===== src/rtl/pixel_write_arbiter_if.sv =====
`default_nettype none
// ============================================================================
// Module      : pixel_write_arbiter_if
// Description : Ray-write handshake, clear control and pixel BRAM port-A bus
//               shared between the pixel write arbiter and its neighbours.
// Revision    : 1.0 - initial release
// ============================================================================
interface pixel_write_arbiter_if #(
  parameter int COLOR_WIDTH = 16,
  parameter int ADDR_BITS   = 18
);
  logic                   ray_valid;
  logic                   ray_ready;
  logic [15:0]            ray_x;
  logic [15:0]            ray_y;
  logic [COLOR_WIDTH-1:0] ray_pixel;
  logic                   clear_start;
  logic [COLOR_WIDTH-1:0] clear_color;
  logic                   clear_busy;
  logic                   clear_done;
  logic                   bram_we;
  logic [ADDR_BITS-1:0]   bram_addr;
  logic [COLOR_WIDTH-1:0] bram_din;
  logic [31:0]            write_count;
  logic [15:0]            drop_count;

  // Producer side: ray source, clear requester and BRAM/status consumer
  modport master (
    output ray_valid, ray_x, ray_y, ray_pixel, clear_start, clear_color,
    input  ray_ready, clear_busy, clear_done, bram_we, bram_addr, bram_din,
           write_count, drop_count
  );

  // Arbiter side
  modport slave (
    input  ray_valid, ray_x, ray_y, ray_pixel, clear_start, clear_color,
    output ray_ready, clear_busy, clear_done, bram_we, bram_addr, bram_din,
           write_count, drop_count
  );
endinterface
`default_nettype wire


===== src/rtl/pixel_write_arbiter.sv =====
`default_nettype none
// ============================================================================
// Module      : pixel_write_arbiter
// Description : Buffers ray pixel writes in a 4-entry FIFO and arbitrates them
//               onto pixel BRAM port A against an optional frame-clear engine
//               that has strict priority. The clear engine is built only when
//               the macro PIXEL_ARB_CLEAR_EN is defined.
// Revision    : 1.0 - initial release
// ============================================================================
module pixel_write_arbiter #(
  parameter int FRAME_WIDTH  = 512,
  parameter int FRAME_HEIGHT = 384,
  parameter int COLOR_WIDTH  = 16,
  parameter int ADDR_BITS    = 18
) (
  input  wire logic              clk,
  input  wire logic              rst,
  pixel_write_arbiter_if.slave   bus
);

  localparam int          c_ENTRY_W = ADDR_BITS + COLOR_WIDTH;
  localparam logic [31:0] c_FW      = FRAME_WIDTH;
  localparam logic [31:0] c_FH      = FRAME_HEIGHT;

  // FIFO storage and bookkeeping
  logic [c_ENTRY_W-1:0]   r_fifo [0:3];
  logic [1:0]             r_wr_ptr;
  logic [1:0]             r_rd_ptr;
  logic [2:0]             r_count;

  logic                   w_ready;
  logic                   w_accept;
  logic                   w_in_range;
  logic                   w_push;
  logic                   w_drop;
  logic                   w_pop;
  logic [ADDR_BITS-1:0]   w_addr;
  logic [c_ENTRY_W-1:0]   w_head;

  // Clear-engine view used by the port-A mux
  logic                   w_in_clear;
  logic [ADDR_BITS-1:0]   w_clr_addr;
  logic [COLOR_WIDTH-1:0] w_clr_color;
  logic                   w_clear_done;

  // Registered port-A and statistics
  logic                   r_bram_we;
  logic [ADDR_BITS-1:0]   r_bram_addr;
  logic [COLOR_WIDTH-1:0] r_bram_din;
  logic [31:0]            r_write_count;
  logic [15:0]            r_drop_count;

  assign w_ready    = (r_count != 3'd4);
  assign w_accept   = bus.ray_valid && w_ready;
  assign w_in_range = ({16'd0, bus.ray_x} < c_FW) && ({16'd0, bus.ray_y} < c_FH);
  assign w_push     = w_accept && w_in_range;
  assign w_drop     = w_accept && !w_in_range;
  assign w_addr     = ADDR_BITS'(c_FW * {16'd0, bus.ray_y} + {16'd0, bus.ray_x});
  // Clear owns port A outright; the FIFO only drains while idle
  assign w_pop      = !w_in_clear && (r_count != 3'd0);
  assign w_head     = r_fifo[r_rd_ptr];

`ifdef PIXEL_ARB_CLEAR_EN
  localparam logic [0:0]           S_IDLE      = 1'b0;
  localparam logic [0:0]           S_CLEAR     = 1'b1;
  localparam logic [ADDR_BITS-1:0] c_LAST_ADDR = ADDR_BITS'(FRAME_WIDTH * FRAME_HEIGHT - 1);

  logic [0:0]             r_state;
  logic [0:0]             w_state_nxt;
  logic [ADDR_BITS-1:0]   r_clr_addr;
  logic [COLOR_WIDTH-1:0] r_clr_color;
  logic                   r_last_q;
  logic                   r_clear_done;
  logic                   w_last_step;

  // FSM state register
  always_ff @(posedge clk or posedge rst) begin
    if (rst) r_state <= S_IDLE;
    else     r_state <= w_state_nxt;
  end

  // FSM next-state: start on request in IDLE, leave after the final address
  always_comb begin
    w_state_nxt = r_state;
    case (r_state)
      S_IDLE:  if (bus.clear_start) w_state_nxt = S_CLEAR;
      S_CLEAR: if (r_clr_addr == c_LAST_ADDR) w_state_nxt = S_IDLE;
      default: w_state_nxt = S_IDLE;
    endcase
  end

  // FSM outputs
  always_comb begin
    w_in_clear  = (r_state == S_CLEAR);
    w_last_step = (r_state == S_CLEAR) && (r_clr_addr == c_LAST_ADDR);
  end

  // Clear address/color and the done pulse, one cycle behind the last BRAM write
  always_ff @(posedge clk or posedge rst) begin
    if (rst) begin
      r_clr_addr   <= '0;
      r_clr_color  <= '0;
      r_last_q     <= 1'b0;
      r_clear_done <= 1'b0;
    end else begin
      if (r_state == S_IDLE && bus.clear_start) begin
        r_clr_addr  <= '0;
        r_clr_color <= bus.clear_color;
      end else if (r_state == S_CLEAR) begin
        r_clr_addr  <= r_clr_addr + 1'b1;
      end
      r_last_q     <= w_last_step;
      r_clear_done <= r_last_q;
    end
  end

  assign w_clr_addr   = r_clr_addr;
  assign w_clr_color  = r_clr_color;
  assign w_clear_done = r_clear_done;
`else
  logic w_unused_clear;

  assign w_in_clear     = 1'b0;
  assign w_clr_addr     = '0;
  assign w_clr_color    = '0;
  assign w_clear_done   = 1'b0;
  assign w_unused_clear = ^{bus.clear_start, bus.clear_color};
`endif

  // FIFO pointers and occupancy; push and pop may coincide
  always_ff @(posedge clk or posedge rst) begin
    if (rst) begin
      r_wr_ptr <= 2'd0;
      r_rd_ptr <= 2'd0;
      r_count  <= 3'd0;
    end else begin
      if (w_push) r_wr_ptr <= r_wr_ptr + 2'd1;
      if (w_pop)  r_rd_ptr <= r_rd_ptr + 2'd1;
      case ({w_push, w_pop})
        2'b10:   r_count <= r_count + 3'd1;
        2'b01:   r_count <= r_count - 3'd1;
        default: r_count <= r_count;
      endcase
    end
  end

  // FIFO payload storage; contents are meaningless while the count is zero
  always_ff @(posedge clk) begin
    if (w_push) r_fifo[r_wr_ptr] <= {w_addr, bus.ray_pixel};
  end

  // Port-A register stage: clear step first, else FIFO pop, else hold addr/data
  always_ff @(posedge clk or posedge rst) begin
    if (rst) begin
      r_bram_we     <= 1'b0;
      r_bram_addr   <= '0;
      r_bram_din    <= '0;
      r_write_count <= '0;
    end else if (w_in_clear) begin
      r_bram_we   <= 1'b1;
      r_bram_addr <= w_clr_addr;
      r_bram_din  <= w_clr_color;
    end else if (w_pop) begin
      r_bram_we     <= 1'b1;
      r_bram_addr   <= w_head[c_ENTRY_W-1:COLOR_WIDTH];
      r_bram_din    <= w_head[COLOR_WIDTH-1:0];
      r_write_count <= r_write_count + 32'd1;
    end else begin
      r_bram_we <= 1'b0;
    end
  end

  // Saturating count of out-of-frame writes that were accepted and discarded
  always_ff @(posedge clk or posedge rst) begin
    if (rst)                                  r_drop_count <= '0;
    else if (w_drop && r_drop_count != 16'hFFFF) r_drop_count <= r_drop_count + 16'd1;
  end

  assign bus.ray_ready   = w_ready;
  assign bus.clear_busy  = w_in_clear;
  assign bus.clear_done  = w_clear_done;
  assign bus.bram_we     = r_bram_we;
  assign bus.bram_addr   = r_bram_addr;
  assign bus.bram_din    = r_bram_din;
  assign bus.write_count = r_write_count;
  assign bus.drop_count  = r_drop_count;

endmodule
`default_nettype wire


===== src/flat_wrapper.sv =====
// flat-port wrapper written by rule: the top's interface ports become plain ports
module pixel_write_arbiter_flat 
#(
  parameter int FRAME_WIDTH  = 512,
  parameter int FRAME_HEIGHT = 384,
  parameter int COLOR_WIDTH  = 16,
  parameter int ADDR_BITS    = 18
)
  (clk, rst, bus_ray_valid, bus_ray_x, bus_ray_y, bus_ray_pixel, bus_clear_start, bus_clear_color, bus_ray_ready, bus_clear_busy, bus_clear_done, bus_bram_we, bus_bram_addr, bus_bram_din, bus_write_count, bus_drop_count);
  pixel_write_arbiter_if #(.COLOR_WIDTH(COLOR_WIDTH), .ADDR_BITS(ADDR_BITS)) bus_i ();
  input  wire logic clk;
  input  wire logic rst;
  input wire logic [$bits(bus_i.ray_valid)-1:0] bus_ray_valid;
  input wire logic [$bits(bus_i.ray_x)-1:0] bus_ray_x;
  input wire logic [$bits(bus_i.ray_y)-1:0] bus_ray_y;
  input wire logic [$bits(bus_i.ray_pixel)-1:0] bus_ray_pixel;
  input wire logic [$bits(bus_i.clear_start)-1:0] bus_clear_start;
  input wire logic [$bits(bus_i.clear_color)-1:0] bus_clear_color;
  output wire logic [$bits(bus_i.ray_ready)-1:0] bus_ray_ready;
  output wire logic [$bits(bus_i.clear_busy)-1:0] bus_clear_busy;
  output wire logic [$bits(bus_i.clear_done)-1:0] bus_clear_done;
  output wire logic [$bits(bus_i.bram_we)-1:0] bus_bram_we;
  output wire logic [$bits(bus_i.bram_addr)-1:0] bus_bram_addr;
  output wire logic [$bits(bus_i.bram_din)-1:0] bus_bram_din;
  output wire logic [$bits(bus_i.write_count)-1:0] bus_write_count;
  output wire logic [$bits(bus_i.drop_count)-1:0] bus_drop_count;
  assign bus_i.ray_valid = bus_ray_valid;
  assign bus_i.ray_x = bus_ray_x;
  assign bus_i.ray_y = bus_ray_y;
  assign bus_i.ray_pixel = bus_ray_pixel;
  assign bus_i.clear_start = bus_clear_start;
  assign bus_i.clear_color = bus_clear_color;
  assign bus_ray_ready = bus_i.ray_ready;
  assign bus_clear_busy = bus_i.clear_busy;
  assign bus_clear_done = bus_i.clear_done;
  assign bus_bram_we = bus_i.bram_we;
  assign bus_bram_addr = bus_i.bram_addr;
  assign bus_bram_din = bus_i.bram_din;
  assign bus_write_count = bus_i.write_count;
  assign bus_drop_count = bus_i.drop_count;
  pixel_write_arbiter #(.FRAME_WIDTH(FRAME_WIDTH), .FRAME_HEIGHT(FRAME_HEIGHT), .COLOR_WIDTH(COLOR_WIDTH), .ADDR_BITS(ADDR_BITS)) u_core (.clk(clk), .rst(rst), .bus(bus_i));
endmodule

===== config.mk =====
export PLATFORM = sky130hd
export DESIGN_NAME = pixel_write_arbiter_flat
export DESIGN_NICKNAME = d
export VERILOG_FILES = /design/src/rtl/pixel_write_arbiter_if.sv /design/src/rtl/pixel_write_arbiter.sv /design/src/flat_wrapper.sv
export SDC_FILE = /design/constraint.sdc
export NUM_CORES = 1
export LEC_CHECK = 0
export CAP_MARGIN = 20
export CORE_MARGIN = 3
export CORE_UTILIZATION = 30
export CTS_CLUSTER_DIAMETER = 150
export DETAILED_ROUTE_END_ITERATION = 8
export GPL_TIMING_DRIVEN = 0
export SLEW_MARGIN = 10
export SYNTH_ARGS = -nofsm -noshare
export SYNTH_HDL_FRONTEND = slang
export SYNTH_SLANG_ARGS = --single-unit

===== constraint.sdc =====
create_clock -name clk -period 7.8 [get_ports clk]
set_input_delay 1.56 -clock clk [delete_from_list [all_inputs] [get_ports clk]]
set_output_delay 1.56 -clock clk [all_outputs]
set_load 0.005 [all_outputs]

# Word-level counts from Yosys, hierarchy flattened
# Memory sizes are Yosys's and may differ from the RTL's. A register that Yosys moved wholly into a read port is not among the register bits.
# Index checks and enable logic that the tools add are counted.
[totals]
mem_count = 1
in_bits = 68
ff_bits = 56
out_inout_bits = 86
ramBits = 136
elab_cells = 32
[classes]
reduce_logical = 8
n_lt_le_gt_ge = 2
mux = 4
n_eq_ne = 4
add_sub_neg = 7
[mem_list]
columns = ["name", "depth", "word_bits", "rd", "rd_clocked_by_memory_dff", "wr", "line_no", "rtl"]
rows = [
  ["u_core.r_fifo", 4, 34, 1, 1, 1, "pixel_write_arbiter.sv:26", "logic [c_ENTRY_W-1:0] r_fifo [0:3];"],
]
[op_table]
columns = ["cell", "n"]
rows = [
  ["$add A32 B1 Y32 const B", 1],
  ["$add A18 B16 Y18", 1],
  ["$add A16 B1 Y16 const B", 1],
  ["$lt A16 B10 Y1 const B", 1],
  ["$lt A16 B9 Y1 const B", 1],
  ["$ne A16 B16 Y1 const B", 1],
  ["$pmux W3 S2", 1],
  ["$logic_and A1 B1 Y1", 5],
  ["$add A2 B1 Y2 const B", 2],
  ["$add A3 B1 Y3 const B", 1],
  ["$mux W1", 3],
  ["$ne A3 B3 Y1 const B", 1],
  ["$reduce_bool A3 Y1", 1],
  ["$sub A3 B1 Y3 const B", 1],
  ["$eq A2 B1 Y1 const B", 1],
  ["$eq A2 B2 Y1 const B", 1],
  ["$reduce_bool A2 Y1", 1],
  ["$logic_not A1 Y1", 1],
]

# Longest topological paths before layout
# Gate-level depths: netlist of run 1.
[depth]
word_depth = 5
depth_mapped = 10

# Least setup slack after synthesis of run 1
# No wires, ideal clock.
[synth_timing]
kind = "input-to-reg"
startpoint = "input port bus_ray_x[14]"
endpoint = "memory u_core.r_fifo[0][0] (netlist name), enable pin"
setup_ns = 0.394
arrival_time_ns = 3.194
cell_stages = 4
path_slack_ns = 4.212
cell_sequence = "nor4_1 nand4_1 nor2_1 and2_1"
[synth_via]
elab_chain_len = 5
[synth_lines]
columns = ["item", "line_no", "rtl"]
rows = [
  ["start: declaration", "flat_wrapper.sv:14", "input wire logic [$bits(bus_i.ray_x)-1:0] bus_ray_x;"],
  ["$lt A16 B10 Y1", "pixel_write_arbiter.sv:55", "assign w_in_range = ({16'd0, bus.ray_x} < c_FW) && ({16'd0, bus.ray_y} < c_FH);"],
  ["$logic_and A1 B1 Y1", "pixel_write_arbiter.sv:55", ""],
  ["$logic_and A1 B1 Y1", "pixel_write_arbiter.sv:56", "assign w_push = w_accept && w_in_range;"],
  ["$mux W1", "pixel_write_arbiter.sv:149", "if (w_push) r_fifo[r_wr_ptr] <= {w_addr, bus.ray_pixel};"],
  ["$mux W1 (implied by the code)", "pixel_write_arbiter.sv:149", ""],
  ["end: declaration", "pixel_write_arbiter.sv:26", ""],
]
# No other way between the ends.

# Worst setup path in the final report of run 1
[layout_timing]
startpoint = "input port bus_ray_x[10]"
endpoint = "memory u_core.r_fifo[2][10] (netlist name), enable pin"
# The elaborated chain is that of the path after synthesis.

==> flow_metrics.py, run 1 <==
metrics = {
    "cts": {
        "cts_tree": "built",
        "insertion_delay_ns": 0.54,
        "cts_buffers": 26,
        "cts_setup_buffers": 0,
        "cts_hold_buffers": 0,
        "cts_sinks": 226,
        "post_cts.resized_instances": 0,
        "clockBufferDepth": 3,
        "cts_root_buf": "clkbuf_16",
        "htree_levels": 1,
        "clkTransAtPathRegs_ns": 0.05,
    },
    "timing": {
        "rsz0062_at_grt": "false",
        "worst_slew_pin_slew_ns": 0.757,
        "fin_skew_ns": 0.0216,
        "fin_crit_sh_pct": 49.7,
        "slew_violations": 0,
        "tns_ns": 0,
        "setup-violations-final": 0,
        "final_hold_viol_count": 0,
        "fmax_mhz": 258,
        "relSlewSlack_pct": 49.5,
        "hold_ws_ns": 0.462,
        "fin_crit_ns": 3.87,
    },
    "detailed_routing": {
        "drc": 0,
        "wl_per_cell_um": 16.4,
        "drt_pass1_iterations": 4,
        "ant_nets": 0,
        "vias_per_cell": 4.52,
        "first_iter_violations": 308,
        "wl_mm": 19.3,
        "vias": 5338,
    },
    "power": {
        "switching_power_mw": 1.06,
        "swShare_pct": 27.9,
        "ir_drop_v": 0.000179,
        "p_leak_nw": 4.60,
        "p_int_mw": 2.74,
        "p_comb_share_pct": 26.8,
        "seq_power_share_pct": 40.7,
        "clockPowerShare_pct": 32.5,
        "power_density_nw_per_um2": 317,
    },
    "worst_setup_path": {
        "path_cells": "clkdlybuf4s50_1 -> nor4_1 -> nand4_1 -> nor2_1 -> and2_2 -> buf_12",
        "reg2regPathDepth": 9,
        "timing.rr.end": "u_core.r_count[2]$_DFFE_PP0P_",
        "start_kind": "input pin",
        "worstPathMaxFanout": 19,
        "cpPeakStageDelay_ns": 0.59,
        "timing.rr.start": "u_core.r_count[0]$_DFFE_PP0P_",
        "arrival_ns": 4.11,
        "reg2reg_setup_slack_ns": 5.37,
        "worstPathRequired_ns": 8.04,
        "critPathKind": "in2reg",
        "crit_path_end_kind": "flip-flop",
        "crit_slowest_cell": "and2_2",
    },
    "synthesis": {
        "synth_top_area_cell": "edfxtp_1",
        "synthTopCellsByCount": "edfxtp_1, nand2_1, dfrtp_1, xnor2_1, mux4_2",
        "yosys_warnings": 0,
        "synth_area_um2": 9160,
        "ys_seq_area_share_pct": 69.2,
        "synth.top_cell.area_share_pct": 44.6,
        "synth_ff_type": "edfxtp_1",
        "syn_inst": 604,
        "synth_seq_cells": 226,
        "ys_types": 43,
        "ys_async_sr_fraction_pct": 39.8,
        "yosys.cell_count.top_type": "edfxtp_1",
        "synthTopCellsByArea": "edfxtp_1, dfrtp_1, mux4_2",
        "synth-edff-count": 136,
        "avgSynthCellArea_um2": 15.2,
    },
    "die": {
        "core_area_um2": 29900,
        "initial_utilization_pct": 30.7,
        "ios": 154,
        "chipWidth_um": 181,
        "die_area_um2": 32700,
        "rows": 63,
        "die_h_um": 181,
    },
    "cells_and_area": {
        "nNetsFinal": 856,
        "final_cells": 1180,
        "multi_input_area_um2": 2670,
        "area_growth_pct": 31.0,
        "stdcell_area_um2": 12000,
        "drive_above_1_share_pct": 13.5,
        "fillCellCount": 2765,
        "register_area_um2": 6340,
        "diodes": 0,
    },
    "run": {
        "drv_cap": 0,
    },
    "grt": {
        "track_usage_pct": 11.9,
        "grt_max_degree": 54,
        "grt_pass1_vias": 5567,
        "antenna_found_initial": 0,
        "grt_first_pass_wirelength_mm": 31.1,
        "grt_overflow": 0,
    },
    "hold_path": {
        "holdPathStages": 2,
        "hp-class": "reg2reg",
        "worstHoldStart": "u_core.bus.bram_addr[3]$_DFFE_PP0P_",
        "hold_end": "u_core.bus.bram_addr[3]$_DFFE_PP0P_",
    },
    "placement": {
        "portBuffers": 134,
        "placedInstanceArea_um2": 11100,
        "routabilityCongestion": 0.731,
        "dp_cells": 1134,
        "dp.final_hpwl_mm": 13.2,
    },
    "run_status": {
        "status": "completed",
    },
}
==> layout make-up <==
| class | count | share of cell area [%] |
|---|---|---|
| Sequential cell | 226 | 52.8 |
| Tap cell | 390 | 4.07 |
| Multi-Input combinational cell | 342 | 22.2 |
| Inverter | 17 | 0.553 |
| Timing Repair Buffer | 139 | 12.1 |
| Buffer | 20 | 0.813 |
| Clock buffer | 37 | 6.18 |
| Clock inverter | 9 | 1.26 |
==> layer usage <==
layer	track usage [%]	vias up	wire, um
met5	0	-	0
met4	2.67	0	408
met3	2.98	25	1240
met2	19.0	157	8710
met1	16.5	2633	8970
li1	-	2523	-
==> cell usage in the layout (no fill, tap or decap), types with 5 or more instances in the layout <==
cell type,synthesis,final
xnor2_1,37,37
mux4_2,34,34
o21ai_0,5,5
inv_1,17,16
xor2_1,21,21
buf_2,6,6
clkbuf_1,8,14
edfxtp_1,136,136
ha_1,14,14
clkdlybuf4s50_1,0,134
and3_1,6,6
nor3_1,10,10
nor2_1,12,12
dfrtp_1,90,90
nand3_1,15,15
clkbuf_16,0,26
nor4_1,7,7
clkbuf_8,0,5
nand2_1,127,127
nand4_1,13,13
==> critical path: cells and delay by family <==
family | cells | cell delay [ns]
AND/OR/NAND/NOR | 4 | 1.84
buffers and inverters | 2 | 0.70
==> logic make-up after synthesis <==
logic type	after synthesis	share of synthesized area [%]
buffers and inverters	37	1.76
adder cells (fa/ha/maj)	16	2.35
flip-flops	226	69.2
other	1	0.0409
multiplexers	36	8.63
AO/OA/AOI/OAI	14	0.915
AND/OR/NAND/NOR	216	11.6
XOR/XNOR	58	5.55
==> state kept, by name, summed over array words and instances (netlist names) <==
register	cells
u_core.bus.bram_din	16
u_core.r_count	3
u_core.bus.bram_we	1
u_core.r_rd_ptr	2
u_core.bus.bram_addr	18
u_core.bus.drop_count	16
u_core.r_fifo	136
u_core.r_wr_ptr	2
u_core.bus.write_count	32
==> how the worst max path moves through the flow <==
stage | from | endpoint | slack, ns | cells past startpoint
2_1_floorplan | rst | u_core.bus.bram_addr[0]$_DFFE_PP0P_ | 3.90 | 1
3_3_place_gp | rst | u_core.bus.bram_din[10]$_DFFE_PP0P_ | 2.03 | 2
3_5_place_dp | bus_ray_x[10] | u_core.r_fifo[2][10]$_DFFE_PP_ | 3.21 | 6
4_1_cts | bus_ray_x[10] | u_core.r_fifo[2][10]$_DFFE_PP_ | 3.79 | 6
5_1_grt | bus_ray_x[10] | u_core.r_fifo[1][10]$_DFFE_PP_ | 3.68 | 6
6_report | bus_ray_x[10] | u_core.r_fifo[2][10]$_DFFE_PP_ | 3.93 | 6
==> stage by stage <==
stage	total power, mW	utilization [%]	setup WS, ns
after floorplan	2.13	-	3.90
after global placement	2.61	36.8	2.03
after detailed placement	2.63	37.2	3.21
after CTS	3.89	40.2	3.79
after global routing	4.05	40.2	3.68
final	3.80	40.2	3.93
==> power by group through the flow <==
stage | Combinational [mW] | Clock (mW) | Sequential [mW]
after floorplan | 0.562 | 0 | 1.56
after global placement | 1.04 | 0 | 1.57
after detailed placement | 1.06 | 0 | 1.57
after CTS | 1.06 | 1.28 | 1.55
after global routing | 1.15 | 1.33 | 1.57
final | 1.02 | 1.24 | 1.55
No activity file was read; power rests on OpenSTA's default activity.
==> run 2: changes to the inputs <==
clock period = 3.44 ns   (was 7.8 ns; I/O delays follow)
==> results of run 2 <==
The final DEF is identical to that of run 1. Status: completed.
Main changes from that run: setup slack after placement 3.21 ns -> -0.276 ns; setup slack after layout 3.93 ns -> 0.438 ns; register-to-register setup slack 5.37 ns -> 1.01 ns; total power 3.80 mW -> 8.63 mW; worst IR drop on VDD 0.000179 V -> 0.000405 V
